===== src/rtl/serial_addsub_if.sv =====
// Operand/result handshake bundle for serial_addsub.
// The master drives operands and accepts results; the slave is the arithmetic unit.
interface serial_addsub_if #(
   parameter int WIDTH = 16
);
   logic             in_valid;
   logic             in_ready;
   logic [WIDTH-1:0] a;
   logic [WIDTH-1:0] b;
   logic             sub;
   logic             cin;
   logic             out_valid;
   logic             out_ready;
   logic [WIDTH-1:0] result;
   logic             cout;
   logic             ovf;
   logic             zero;

   modport master (
      output in_valid, a, b, sub, cin, out_ready,
      input  in_ready, out_valid, result, cout, ovf, zero
   );

   modport slave (
      input  in_valid, a, b, sub, cin, out_ready,
      output in_ready, out_valid, result, cout, ovf, zero
   );
endinterface


===== src/rtl/serial_addsub.sv =====
// Multi-cycle add/subtract unit.
// Each cycle handles CHUNK bits, least-significant chunk first. A registered
// borrow/carry links one chunk to the next. The unit also reports
// borrow/carry out, signed overflow and zero.
//
// state | meaning
// IDLE  | waiting for an operand pair; in_ready high outside reset
// RUN   | one chunk per cycle; result is only partially written
// DONE  | result/flags held stable until the consumer takes them
module serial_addsub #(
   parameter int WIDTH = 16,
   parameter int CHUNK = 4
) (
   input  logic           clk,
   input  logic           rst,
   serial_addsub_if.slave bus
);

   localparam int NCYC = WIDTH / CHUNK;
   localparam int IDXW = (NCYC > 1) ? $clog2(NCYC) : 1;
   localparam logic [IDXW-1:0] LAST_IDX = IDXW'(NCYC - 1);

   generate
      if (WIDTH < 1 || CHUNK < 1 || (WIDTH % CHUNK) != 0) begin : g_bad_params
         $error("serial_addsub: WIDTH must be >= 1 and a multiple of CHUNK");
      end
   endgenerate

   typedef enum logic [1:0] {
      IDLE,
      RUN,
      DONE
   } state_t;

   state_t           state_q, state_d;
   logic [IDXW-1:0]  idx_q, idx_d;
   logic [WIDTH-1:0] a_q, a_d;
   logic [WIDTH-1:0] b_q, b_d;
   logic             sub_q, sub_d;
   logic             carry_q, carry_d;
   logic [WIDTH-1:0] result_q, result_d;
   logic             cout_q, cout_d;
   logic             ovf_q, ovf_d;
   logic             zero_q, zero_d;

   logic [CHUNK-1:0] a_chunk;
   logic [CHUNK-1:0] b_chunk;
   logic [CHUNK:0]   chunk_ext;
   logic             in_ready;

   assign in_ready = (state_q == IDLE) & ~rst;

   // Pick the operand chunks for the current index and add/subtract them with
   // the running borrow/carry; bit CHUNK is the borrow-out or carry-out.
   always_comb begin
      a_chunk = '0;
      b_chunk = '0;
      for (int i = 0; i < NCYC; i++) begin
         if (idx_q == IDXW'(i)) begin
            a_chunk = a_q[i*CHUNK +: CHUNK];
            b_chunk = b_q[i*CHUNK +: CHUNK];
         end
      end
      if (sub_q) begin
         chunk_ext = {1'b0, a_chunk} - {1'b0, b_chunk} - {{CHUNK{1'b0}}, carry_q};
      end else begin
         chunk_ext = {1'b0, a_chunk} + {1'b0, b_chunk} + {{CHUNK{1'b0}}, carry_q};
      end
   end

   // Next state and next values of the datapath registers.
   always_comb begin
      state_d  = state_q;
      idx_d    = idx_q;
      a_d      = a_q;
      b_d      = b_q;
      sub_d    = sub_q;
      carry_d  = carry_q;
      result_d = result_q;
      cout_d   = cout_q;
      ovf_d    = ovf_q;
      zero_d   = zero_q;
      case (state_q)
         IDLE: begin
            if (bus.in_valid && in_ready) begin
               a_d     = bus.a;
               b_d     = bus.b;
               sub_d   = bus.sub;
               carry_d = bus.cin;
               idx_d   = '0;
               state_d = RUN;
            end
         end
         RUN: begin
            for (int i = 0; i < NCYC; i++) begin
               if (idx_q == IDXW'(i)) begin
                  result_d[i*CHUNK +: CHUNK] = chunk_ext[CHUNK-1:0];
               end
            end
            carry_d = chunk_ext[CHUNK];
            idx_d   = idx_q + IDXW'(1);
            if (idx_q == LAST_IDX) begin
               // Flags are taken from the fully assembled result. Overflow
               // compares the operand and result sign bits.
               cout_d = chunk_ext[CHUNK];
               zero_d = (result_d == '0);
               if (sub_q) begin
                  ovf_d = (a_q[WIDTH-1] != b_q[WIDTH-1]) & (result_d[WIDTH-1] != a_q[WIDTH-1]);
               end else begin
                  ovf_d = (a_q[WIDTH-1] == b_q[WIDTH-1]) & (result_d[WIDTH-1] != a_q[WIDTH-1]);
               end
               idx_d   = '0;
               state_d = DONE;
            end
         end
         DONE: begin
            if (bus.out_ready) begin
               state_d = IDLE;
            end
         end
         default: begin
            state_d = IDLE;
         end
      endcase
   end

   // State and datapath registers; reset aborts any in-flight operation.
   always_ff @(posedge clk or posedge rst) begin
      if (rst) begin
         state_q  <= IDLE;
         idx_q    <= '0;
         a_q      <= '0;
         b_q      <= '0;
         sub_q    <= 1'b0;
         carry_q  <= 1'b0;
         result_q <= '0;
         cout_q   <= 1'b0;
         ovf_q    <= 1'b0;
         zero_q   <= 1'b0;
      end else begin
         state_q  <= state_d;
         idx_q    <= idx_d;
         a_q      <= a_d;
         b_q      <= b_d;
         sub_q    <= sub_d;
         carry_q  <= carry_d;
         result_q <= result_d;
         cout_q   <= cout_d;
         ovf_q    <= ovf_d;
         zero_q   <= zero_d;
      end
   end

   assign bus.in_ready  = in_ready;
   assign bus.out_valid = (state_q == DONE);
   assign bus.result    = result_q;
   assign bus.cout      = cout_q;
   assign bus.ovf       = ovf_q;
   assign bus.zero      = zero_q;

endmodule


===== src/flat_wrapper.sv =====
// flat-port wrapper written by rule: the top's interface ports become plain ports
module serial_addsub_flat 
#(
   parameter int WIDTH = 16,
   parameter int CHUNK = 4
)
  (clk, rst, bus_in_valid, bus_a, bus_b, bus_sub, bus_cin, bus_out_ready, bus_in_ready, bus_out_valid, bus_result, bus_cout, bus_ovf, bus_zero);
  serial_addsub_if #(.WIDTH(WIDTH)) bus_i ();
  input  logic clk;
  input  logic rst;
  input wire logic [$bits(bus_i.in_valid)-1:0] bus_in_valid;
  input wire logic [$bits(bus_i.a)-1:0] bus_a;
  input wire logic [$bits(bus_i.b)-1:0] bus_b;
  input wire logic [$bits(bus_i.sub)-1:0] bus_sub;
  input wire logic [$bits(bus_i.cin)-1:0] bus_cin;
  input wire logic [$bits(bus_i.out_ready)-1:0] bus_out_ready;
  output wire logic [$bits(bus_i.in_ready)-1:0] bus_in_ready;
  output wire logic [$bits(bus_i.out_valid)-1:0] bus_out_valid;
  output wire logic [$bits(bus_i.result)-1:0] bus_result;
  output wire logic [$bits(bus_i.cout)-1:0] bus_cout;
  output wire logic [$bits(bus_i.ovf)-1:0] bus_ovf;
  output wire logic [$bits(bus_i.zero)-1:0] bus_zero;
  assign bus_i.in_valid = bus_in_valid;
  assign bus_i.a = bus_a;
  assign bus_i.b = bus_b;
  assign bus_i.sub = bus_sub;
  assign bus_i.cin = bus_cin;
  assign bus_i.out_ready = bus_out_ready;
  assign bus_in_ready = bus_i.in_ready;
  assign bus_out_valid = bus_i.out_valid;
  assign bus_result = bus_i.result;
  assign bus_cout = bus_i.cout;
  assign bus_ovf = bus_i.ovf;
  assign bus_zero = bus_i.zero;
  serial_addsub #(.WIDTH(WIDTH), .CHUNK(CHUNK)) u_core (.clk(clk), .rst(rst), .bus(bus_i));
endmodule

===== config.mk =====
export PLATFORM = sky130hd
export DESIGN_NAME = serial_addsub_flat
export DESIGN_NICKNAME = d
export VERILOG_FILES = /design/src/rtl/serial_addsub_if.sv /design/src/rtl/serial_addsub.sv /design/src/flat_wrapper.sv
export SDC_FILE = /design/constraint.sdc
export NUM_CORES = 1
export LEC_CHECK = 0
export CAP_MARGIN = 5
export CORE_MARGIN = 3
export CORE_UTILIZATION = 47
export CTS_CLUSTER_DIAMETER = 200
export CTS_CLUSTER_SIZE = 14
export DETAILED_ROUTE_END_ITERATION = 8
export GPL_ROUTABILITY_DRIVEN = 0
export PLACE_DENSITY = 0.77
export SLEW_MARGIN = 5
export SYNTH_ARGS = -nofsm -noshare
export SYNTH_HDL_FRONTEND = slang
export SYNTH_SLANG_ARGS = --single-unit
export TNS_END_PERCENT = 20

===== constraint.sdc =====
create_clock -name clk -period 3.17 [get_ports clk]
set_input_delay 0.4755 -clock clk [delete_from_list [all_inputs] [get_ports clk]]
set_output_delay 0.4755 -clock clk [all_outputs]
set_load 0.01 [all_outputs]

Yosys cells after proc, flatten, opt, wreduce, memory -nomap -nowiden
Cells that the tools add are included.
{ "word_totals": {"out_inout_bits": 21, "input_bits": 38, "register_bits": 57, "wordCells": 66} }
{ "classes": {"reduce_logical": 9, "mux": 27, "addsub": 5, "n_bitwise": 4, "n_eq_ne": 11} }
{ "ops": {"columns": ["operator", "count"], "rows": [
  ["$mux W4", 16],
  ["$logic_not A16 Y1", 1],
  ["$mux W2", 5],
  ["$eq A2 B2 Y1 const B", 3],
  ["$pmux W2 S3", 1],
  ["$reduce_and A2 Y1", 3],
  ["$add A4 B4 Y5", 1],
  ["$add A5 B1 Y5", 1],
  ["$mux W5", 1],
  ["$sub A4 B4 Y5", 1],
  ["$sub A5 B1 Y5", 1],
  ["$eq A2 B1 Y1 const B", 2],
  ["$logic_not A2 Y1", 2],
  ["$ne A2 B2 Y1 const B", 2],
  ["$pmux W2 S2", 1],
  ["$and A1 B1 Y1", 3],
  ["$reduce_and A3 Y1", 1],
  ["$add A2 B1 Y2 const B", 1],
  ["$mux W1", 2],
  ["$ne A1 B1 Y1", 2],
  ["$ne A2 B1 Y1 const B", 1],
  ["$pmux W1 S2", 1],
  ["$reduce_bool A2 Y1", 1],
  ["$eq A1 B1 Y1", 1],
  ["2 further kinds", 2]
]} }

Longest topological paths before layout
Gate-level depths: netlist of run 1.
{ "logic_depth": {"depth_word": 13, "depth_mapped": 17, "ltp_nobuf": 15} }

Worst setup path before layout of run 1
No wires, ideal clock.
{ "synth_path": {"kind": "reg-to-reg", "start": "register u_core.idx_q[0]", "end": "register u_core.zero_q, in the netlist u_core.bus.zero", "t_required_ns": 3.102, "setup_ns": 0.068, "path_slack_ns": -0.108, "stages_incl_launch_ff": 16, "arrival_ns": 3.211, "period_less_slack_ns": 3.278, "cell_sequence": "dfrtp_1 ha_1 buf_6 clkbuf_1 nand3b_1 a21oi_1 a21oi_1 o21ai_0 fa_1 inv_1 fa_1 nor2_1 a21oi_1 o211ai_1 nor4_1 a32o_1"} }
{ "synth_via": {"elab_chain_len": 11, "word_cells_on_any_way": 27} }
{ "synth_rtl": {"columns": ["element", "line_no", "source"], "rows": [
  ["from (decl)", "serial_addsub.sv:36", "logic [IDXW-1:0] idx_q, idx_d;"],
  ["from (signal assigned)", "serial_addsub.sv:142", "idx_q <= idx_d;"],
  ["$logic_not A2 Y1", "serial_addsub.sv:59, serial_addsub.sv:96", null],
  ["$mux W4 (4 in a row)", "serial_addsub.sv:59", "if (idx_q == IDXW'(i)) begin"],
  ["$add A4 B4 Y5 / $sub A4 B4 Y5 (equally long branches)", "serial_addsub.sv:67, serial_addsub.sv:65", null],
  ["$add A5 B1 Y5 / $sub A5 B1 Y5 (equally long branches)", "serial_addsub.sv:67, serial_addsub.sv:65", null],
  ["$mux W5", "serial_addsub.sv:64", "if (sub_q) begin"],
  ["$mux W4", "serial_addsub.sv:96", "if (idx_q == IDXW'(i)) begin"],
  ["$mux W4", "serial_addsub.sv:83", "case (state_q)"],
  ["$logic_not A16 Y1", "serial_addsub.sv:106", "zero_d = (result_d == '0);"],
  ["to (signal assigned)", "serial_addsub.sv:150", "zero_q <= zero_d;"],
  ["to (decl)", "serial_addsub.sv:44", "logic zero_q, zero_d;"]
]} }
Parallel ways exist; a longest one is shown, timed or not. The select of a mux whose other input is x is not followed.
A chain may end at the register's enable or synchronous reset.

Worst setup path in the final report of run 1
Ends and elaborated chain as after synthesis.

==> results of run 1 <==
[what timing repair did]
| item | in CTS | in global routing |
|---|---|---|
| resized for setup | 8 | 25 |
| buffers inserted | 0 | 7 |
| endpoints found under the setup margin | 5 | 8 |
| pin swaps | 2 | 20 |
[synth_stat cells (all sizes together)]
cell type and instances:
or2 1, dfrtp 57, nand4 1, clkbuf 10
nand3b 9, a21oi 23, o21bai 1, xnor2 2
or3b 1, nor2b 3, and3 1, and2 1
nand2b 3, a31oi 1, a32o 1, mux2i 3
a21o 4, nor3b 2, a211oi 2, nor2 10
or4 1, fa 4, o31ai 2, a221o 1
buf 8, inv 11, nor3 2, o21ai 25
o32ai 1, xor2 1, nand3 2, ha 11
o211ai 2, nor4b 2, nor4 3, nand2 133
o22ai 1
[metrics by stage]
stage	std cells	power, W	TNS [ns]	hold slack, ns
detailed placement	481	0.004284	-0.08677	0.4644
finish	503	0.005517	0	0.4781
global placement	481	0.004164	-0.01039	0.4610
CTS	496	0.005097	0	0.4786
global route	503	0.005957	-0.1169	0.5097
floorplan	346	0.003147	0	0.4455
[kinds of logic after synthesis]
family / Yosys count
buffers and inverters: 29
multiplexers: 3
flip-flops: 57
AO/OA/AOI/OAI: 64
XOR/XNOR: 3
AND/OR/NAND/NOR: 175
adder cells (fa/ha/maj): 15
[power by group through the flow]
stage	logic [W]	clock network (W)	registers (W)
2_1_floorplan	0.00185	0	0.00130
3_3_place_gp	0.00284	0	0.00133
3_5_place_dp	0.00295	0	0.00133
4_1_cts	0.00308	0.000685	0.00133
5_1_grt	0.00386	0.000711	0.00138
6_report	0.00351	0.000674	0.00134
[registers in the layout (all words and copies together) (netlist names)]
register / flops
u_core.idx_q: 2
u_core.bus.ovf: 1
u_core.carry_q: 1
u_core.bus.cout: 1
u_core.b_q: 16
u_core.bus.zero: 1
u_core.bus.result: 16
u_core.state_q: 2
u_core.a_q: 16
u_core.sub_q: 1
[layer usage]
| layer | wire length (um) | global-route usage | up-vias |
|---|---|---|---|
| met5 | 0 | 0 | - |
| met4 | 111 | 0.08777 | 0 |
| met3 | 396 | 0.04419 | 9 |
| met2 | 3509 | 0.3413 | 80 |
| met1 | 3211 | 0.2531 | 1243 |
| li1 | - | - | 1292 |
[final cells by class]
| class | instances | area [um2] |
|---|---|---|
| clock inverter | 3 | 40.04 |
| multi-input combinational | 260 | 1577 |
| fill | 472 | 1937 |
| clock buffer | 12 | 155.1 |
| tap | 75 | 93.84 |
| inverter | 11 | 41.29 |
| timing repair buffer | 85 | 790.8 |
| sequential | 57 | 1426 |
[worst min-delay path by stage]
| stage | startpoint | end | slack (ns) | cells after the start |
|---|---|---|---|---|
| final | u_core.b_q[7] | u_core.b_q[7] | 0.48 | 2 |
| after global routing | u_core.a_q[2] | u_core.a_q[2] | 0.51 | 2 |
| after CTS | u_core.b_q[7] | u_core.b_q[7] | 0.48 | 2 |
| after detailed placement | u_core.b_q[7] | u_core.b_q[7] | 0.46 | 2 |
| after global placement | u_core.a_q[10] | u_core.a_q[10] | 0.46 | 2 |
| after floorplan | u_core.a_q[4] | u_core.a_q[4] | 0.45 | 2 |
[worst max-delay path: cells and delay by family (launching register included)]
| kind | cells | cell delay (ns) |
|---|---|---|
| flip-flops | 1 | 0.43 |
| multiplexers | 1 | 0.29 |
| buffers and inverters | 3 | 0.40 |
| adder cells (fa/ha/maj) | 3 | 0.74 |
| AND/OR/NAND/NOR | 4 | 0.57 |
| AO/OA/AOI/OAI | 4 | 0.48 |
==> flow_summary.toml, run 1 <==
[setup_path]
critPathRequiredTime_ns = 3.39
worstSetupStartpointType = "flip-flop"
worstReg2RegEnd = "u_core.bus.zero"
setup.worst_path.end = "u_core.bus.zero"
crit_fanout = 8
crit_start = "u_core.idx_q[0]"
crit_arrival_ns = 3.26
max_stage_delay_ns = 0.43
reg2reg_slack_ns = 0.14
worstPathCellList = "ha_4 > buf_4 > nand3b_1 > a21oi_2 > a21oi_1 > nor2_1 > a21oi_1 > ha_1 > inv_1 > ha_4 > buf_4 > nand3b_1 > mux2i_2 > nor2_4 > a32o_1"
crit_slowest_cell = "dfrtp_1"
r2r_start = "u_core.idx_q[0]"
cp-end-kind = "flip-flop"
criticalPathCategory = "reg -> reg"
r2r_cells = 15

[drt]
ant_nets = 0
wire_per_inst_um = 14.37
vias = 2624
drt_iter0_markers = 137
vias_per_cell = 5.217
wl_mm = 7.229
route.detailed.drc = 0
firstDrtPassIters = 4

[cts]
clkTransAtPathRegs_ns = 0.06
cts_tree = "built"
root_buffer = "clkbuf_8"
clk_latency_ns = 0.34
cts_max_level = 3
cts.path.max_buffers = 2
cts_buffers = 9
cts_hold_buffers = 0
clock_sinks = 57

[synth]
ys_ff_latch = 57
synth.area.mux_share = 0.01002
synth_cell_types = 43
synth-xor-area-share = 0.008765
synth_top_family_by_area = "simple AND/OR/NAND/NOR gates"
ys_warn_count = 0
yosysTopAreaCellShare = 0.4758
synth_compound_area_frac = 0.1285
syn_area_per_cell_um2 = 8.664
yosys.area_share.simple = 0.2596
synth_cells = 346
synthAdderAreaFrac = 0.07262
yosysTopAreaCell = "dfrtp_1"
synth_fp_nets = 399
ys_top_cells_by_area = "dfrtp_1 (48%), nand2_1 (17%), ha_1 (4.6%)"
yosysSeqAreaShare = 0.4758
syn_area_um2 = 2998

[grt]
grt_max_degree = 58
antenna_found_initial = 0
grt_pass1_wl_mm = 11.76
grt.overflow.total = 0
grt_pass1_vias = 2658
grt_use_total = 0.2037

[timing]
hold_viol_final = 0
post-route-min-period_ns = 3.035
fin_ws_ns = 0.1354
relSlewSlack = 0.5279
finalSetupViolCount = 0
slew_violations = 0
rsz0062_at_grt = "yes"
period_share = 0.9573
max_freq_ghz = 0.3295
worst_pin_slew_ns = 0.7082
clock_skew_ns = 0.006335

[power_and_ir_drop]
p_int_w = 0.003184
swShare = 0.4230
power.density_nw_per_um2 = 1338
power_frac_clock = 0.122
ir_drop_v = 0.0006442
combPwrFrac = 0.635
leakagePower_nw = 1.938
power_frac_seq = 0.242
p_switching_w = 0.002334

[layout]
final_cell_area_um2 = 4124
final_common_cell = "nand2_1"
fin_nets = 477
post-route-util = 0.6804
n_antenna_cell = 0
final_cell_mix = "nand2_1 (132), clkdlybuf4s50_1 (58), dfrtp_1 (57)"
drive_gt1_frac = 0.1682
areaGrowthSynthToFinish_pct = 37.56

[status]
status = "complete, no violations"

[place]
port_buffers = 58
postPlaceCellArea_um2 = 3734
hpwl_mm = 5.184
post-place-ws_ns = -0.07188

[floorplan]
row_count = 28
io-pin-count = 59
initial_core_util = 0.4946
dieArea_um2 = 7373
die_h_um = 85.87
die_x_um = 85.87
core_area_um2 = 6061

[job]
cap_violations = 0

[min_path]
hold_path_class = "reg -> reg"
(Power assumes the default switching activity.)
==> inputs of run 2 (changes only) <==
- CORE_ASPECT_RATIO: unset -> 1.75
==> run 2 against run 1 <==
Against the previous run: final cell count up 0.20%; critical path depth up 1; count of clock-buffer cells in the layout down 1; utilization down 0.29 points; first-iteration DRC count decreased by 28%; clock skew is 0.0029 ns higher; global-route usage up 0.43 points; register-to-register slack worse by 0.02 ns; wire length decreased by 1.9%; critical path type unchanged.
==> flow_summary.toml, run 2 (same netlist as run 1, synthesis figures left out) <==
[status]
status = "complete, no violations"

[cts]
root_buffer = "clkbuf_8"
cts_max_level = 3
cts.path.max_buffers = 2
cts_hold_buffers = 0
clock_sinks = 57
cts_buffers = 9
cts_tree = "built"
clkTransAtPathRegs_ns = 0.06
clk_latency_ns = 0.33

[floorplan]
row_count = 37
initial_core_util = 0.4981
dieArea_um2 = 7410
die_x_um = 66.37
io-pin-count = 59
die_h_um = 111.7
core_area_um2 = 6018

[place]
post-place-ws_ns = -0.1095
port_buffers = 58
postPlaceCellArea_um2 = 3767
dp.cells = 488
hpwl_mm = 5.379

[setup_path]
worstPathCellList = "inv_2 > ha_4 > buf_6 > nand3b_1 > a21oi_1 > a21oi_1 > nor2_1 > a21oi_1 > ha_1 > buf_4 > or3b_1 > o22ai_2 > o32ai_2 > buf_4 > or2_0 > o211ai_1"
worst-path-stages = 16
crit_start = "u_core.idx_q[1]"
r2r_cells = 16
reg2reg_slack_ns = 0.12
worstReg2RegEnd = "u_core.bus.ovf"
r2r_start = "u_core.idx_q[1]"
criticalPathCategory = "reg -> reg"
crit_arrival_ns = 3.30
setup.worst_path.end = "u_core.bus.ovf"
cp_num_buf_inv = 4
crit_slowest_cell = "dfrtp_1"
worstSetupStartpointType = "flip-flop"
max_stage_delay_ns = 0.41
crit_fanout = 8
critPathTopFamily = "simple AND/OR/NAND/NOR gates"
critPathRequiredTime_ns = 3.42
cp-end-kind = "flip-flop"
timing.critical_path.mode_cell = "a21oi_1"

[timing]
relSlewSlack = 0.5440
fin_ws_ns = 0.1192
hold_viol_final = 0
post-route-min-period_ns = 3.051
holdWs_ns = 0.4756
finalSetupViolCount = 0
worst_pin_slew_ns = 0.6825
clock_skew_ns = 0.009249
slew_violations = 0
max_freq_ghz = 0.3278
period_share = 0.9624

[power_and_ir_drop]
combPwrFrac = 0.646
p_switching_w = 0.002296
ir_drop_v = 0.0005444
power_frac_clock = 0.103
leakagePower_nw = 1.919
p_int_w = 0.003060
swShare = 0.4286
power_frac_seq = 0.251
total_power_w = 0.005356
power.density_nw_per_um2 = 1313

[grt]
grt_pass1_wl_mm = 11.78
grt.overflow.total = 0
grt_use_total = 0.2080
grt_max_degree = 36
antenna_found_initial = 0
grt_pass1_vias = 2700

[job]
cap_violations = 0

[layout]
fin_nets = 478
drive_gt1_frac = 0.1596
final_common_cell = "nand2_1"
final_cell_area_um2 = 4078
final_cell_mix = "nand2_1 (133), clkdlybuf4s50_1 (58), dfrtp_1 (57)"
stdcell_count = 504
n_antenna_cell = 0
areaGrowthSynthToFinish_pct = 36.02

[drt]
wire_per_inst_um = 14.07
top_layer_used = "met4"
vias = 2617
ant_nets = 0
wl_mm = 7.089
route.detailed.drc = 0
drt_iter0_markers = 99
wl_met2_mm = 3.775
vias_per_cell = 5.192
wirelength_met1_mm = 2.681
route.met3.wl_um = 254
firstDrtPassIters = 4

[min_path]
hold_path_class = "in -> async"
[run 2: cell types whose count changed in the layout (fill, tap and decap cells not counted), sizes merged]
| cell | delta |
|---|---|
| buf | +1 |
| bufinv | -1 |
| clkbuf | -1 |
| clkinv | -1 |
[run 2: layout make-up]
cell class                 count  area (um2)
fill                         512        1941
multi-input combinational    260        1562
sequential                    57        1426
timing repair buffer          86       794.5
clock buffer                  11       151.4
tap                           78       97.59
inverter                      11       41.29
clock inverter                 1       5.005
[run 2: routing by layer]
layer / vias up / GRT usage
met4: 0 / 0.1560
met1: 1223 / 0.2179
met5: - / 0
li1: 1292 / -
met2: 71 / 0.3557
met3: 31 / 0.03532
[run 2: power by group through the flow]
stage / registers [W] / clock network (W) / logic, W
floorplan: 0.00130 / 0 / 0.00185
global placement: 0.00133 / 0 / 0.00292
detailed placement: 0.00134 / 0 / 0.00302
CTS: 0.00133 / 0.000570 / 0.00308
global route: 0.00138 / 0.000598 / 0.00384
finish: 0.00134 / 0.000552 / 0.00346
[run 2: worst min-delay path by stage]
stage	endpoint	from	slack (ns)
4_1_cts	u_core.bus.result[11]	rst	0.48
3_5_place_dp	u_core.a_q[2]	u_core.a_q[2]	0.46
6_report	u_core.bus.result[11]	rst	0.48
5_1_grt	u_core.a_q[2]	u_core.a_q[2]	0.49
3_3_place_gp	u_core.a_q[8]	u_core.a_q[8]	0.46
2_1_floorplan	u_core.a_q[4]	u_core.a_q[4]	0.45
[run 2: worst register-to-register path, delay by kind of cell (launching register included)]
kind | cells | cell delay (ns)
AND/OR/NAND/NOR | 4 | 0.87
AO/OA/AOI/OAI | 6 | 0.67
buffers and inverters | 4 | 0.52
adder cells (fa/ha/maj) | 2 | 0.50
flip-flops | 1 | 0.41
[run 2: what timing repair did]
action                     in CTS  in global routing
resized for setup               8                 21
pin swaps                       1                 15
buffers inserted                0                  4
setup endpoints to repair       8                  8
[run 2: through the flow]
step	TNS, ns	utilization
after floorplan	0	-
after global placement	-0.007836	0.6260
after detailed placement	-0.2556	0.6260
after CTS	-0.0003810	0.6595
after global routing	-0.02319	0.6775
final	0	0.6775
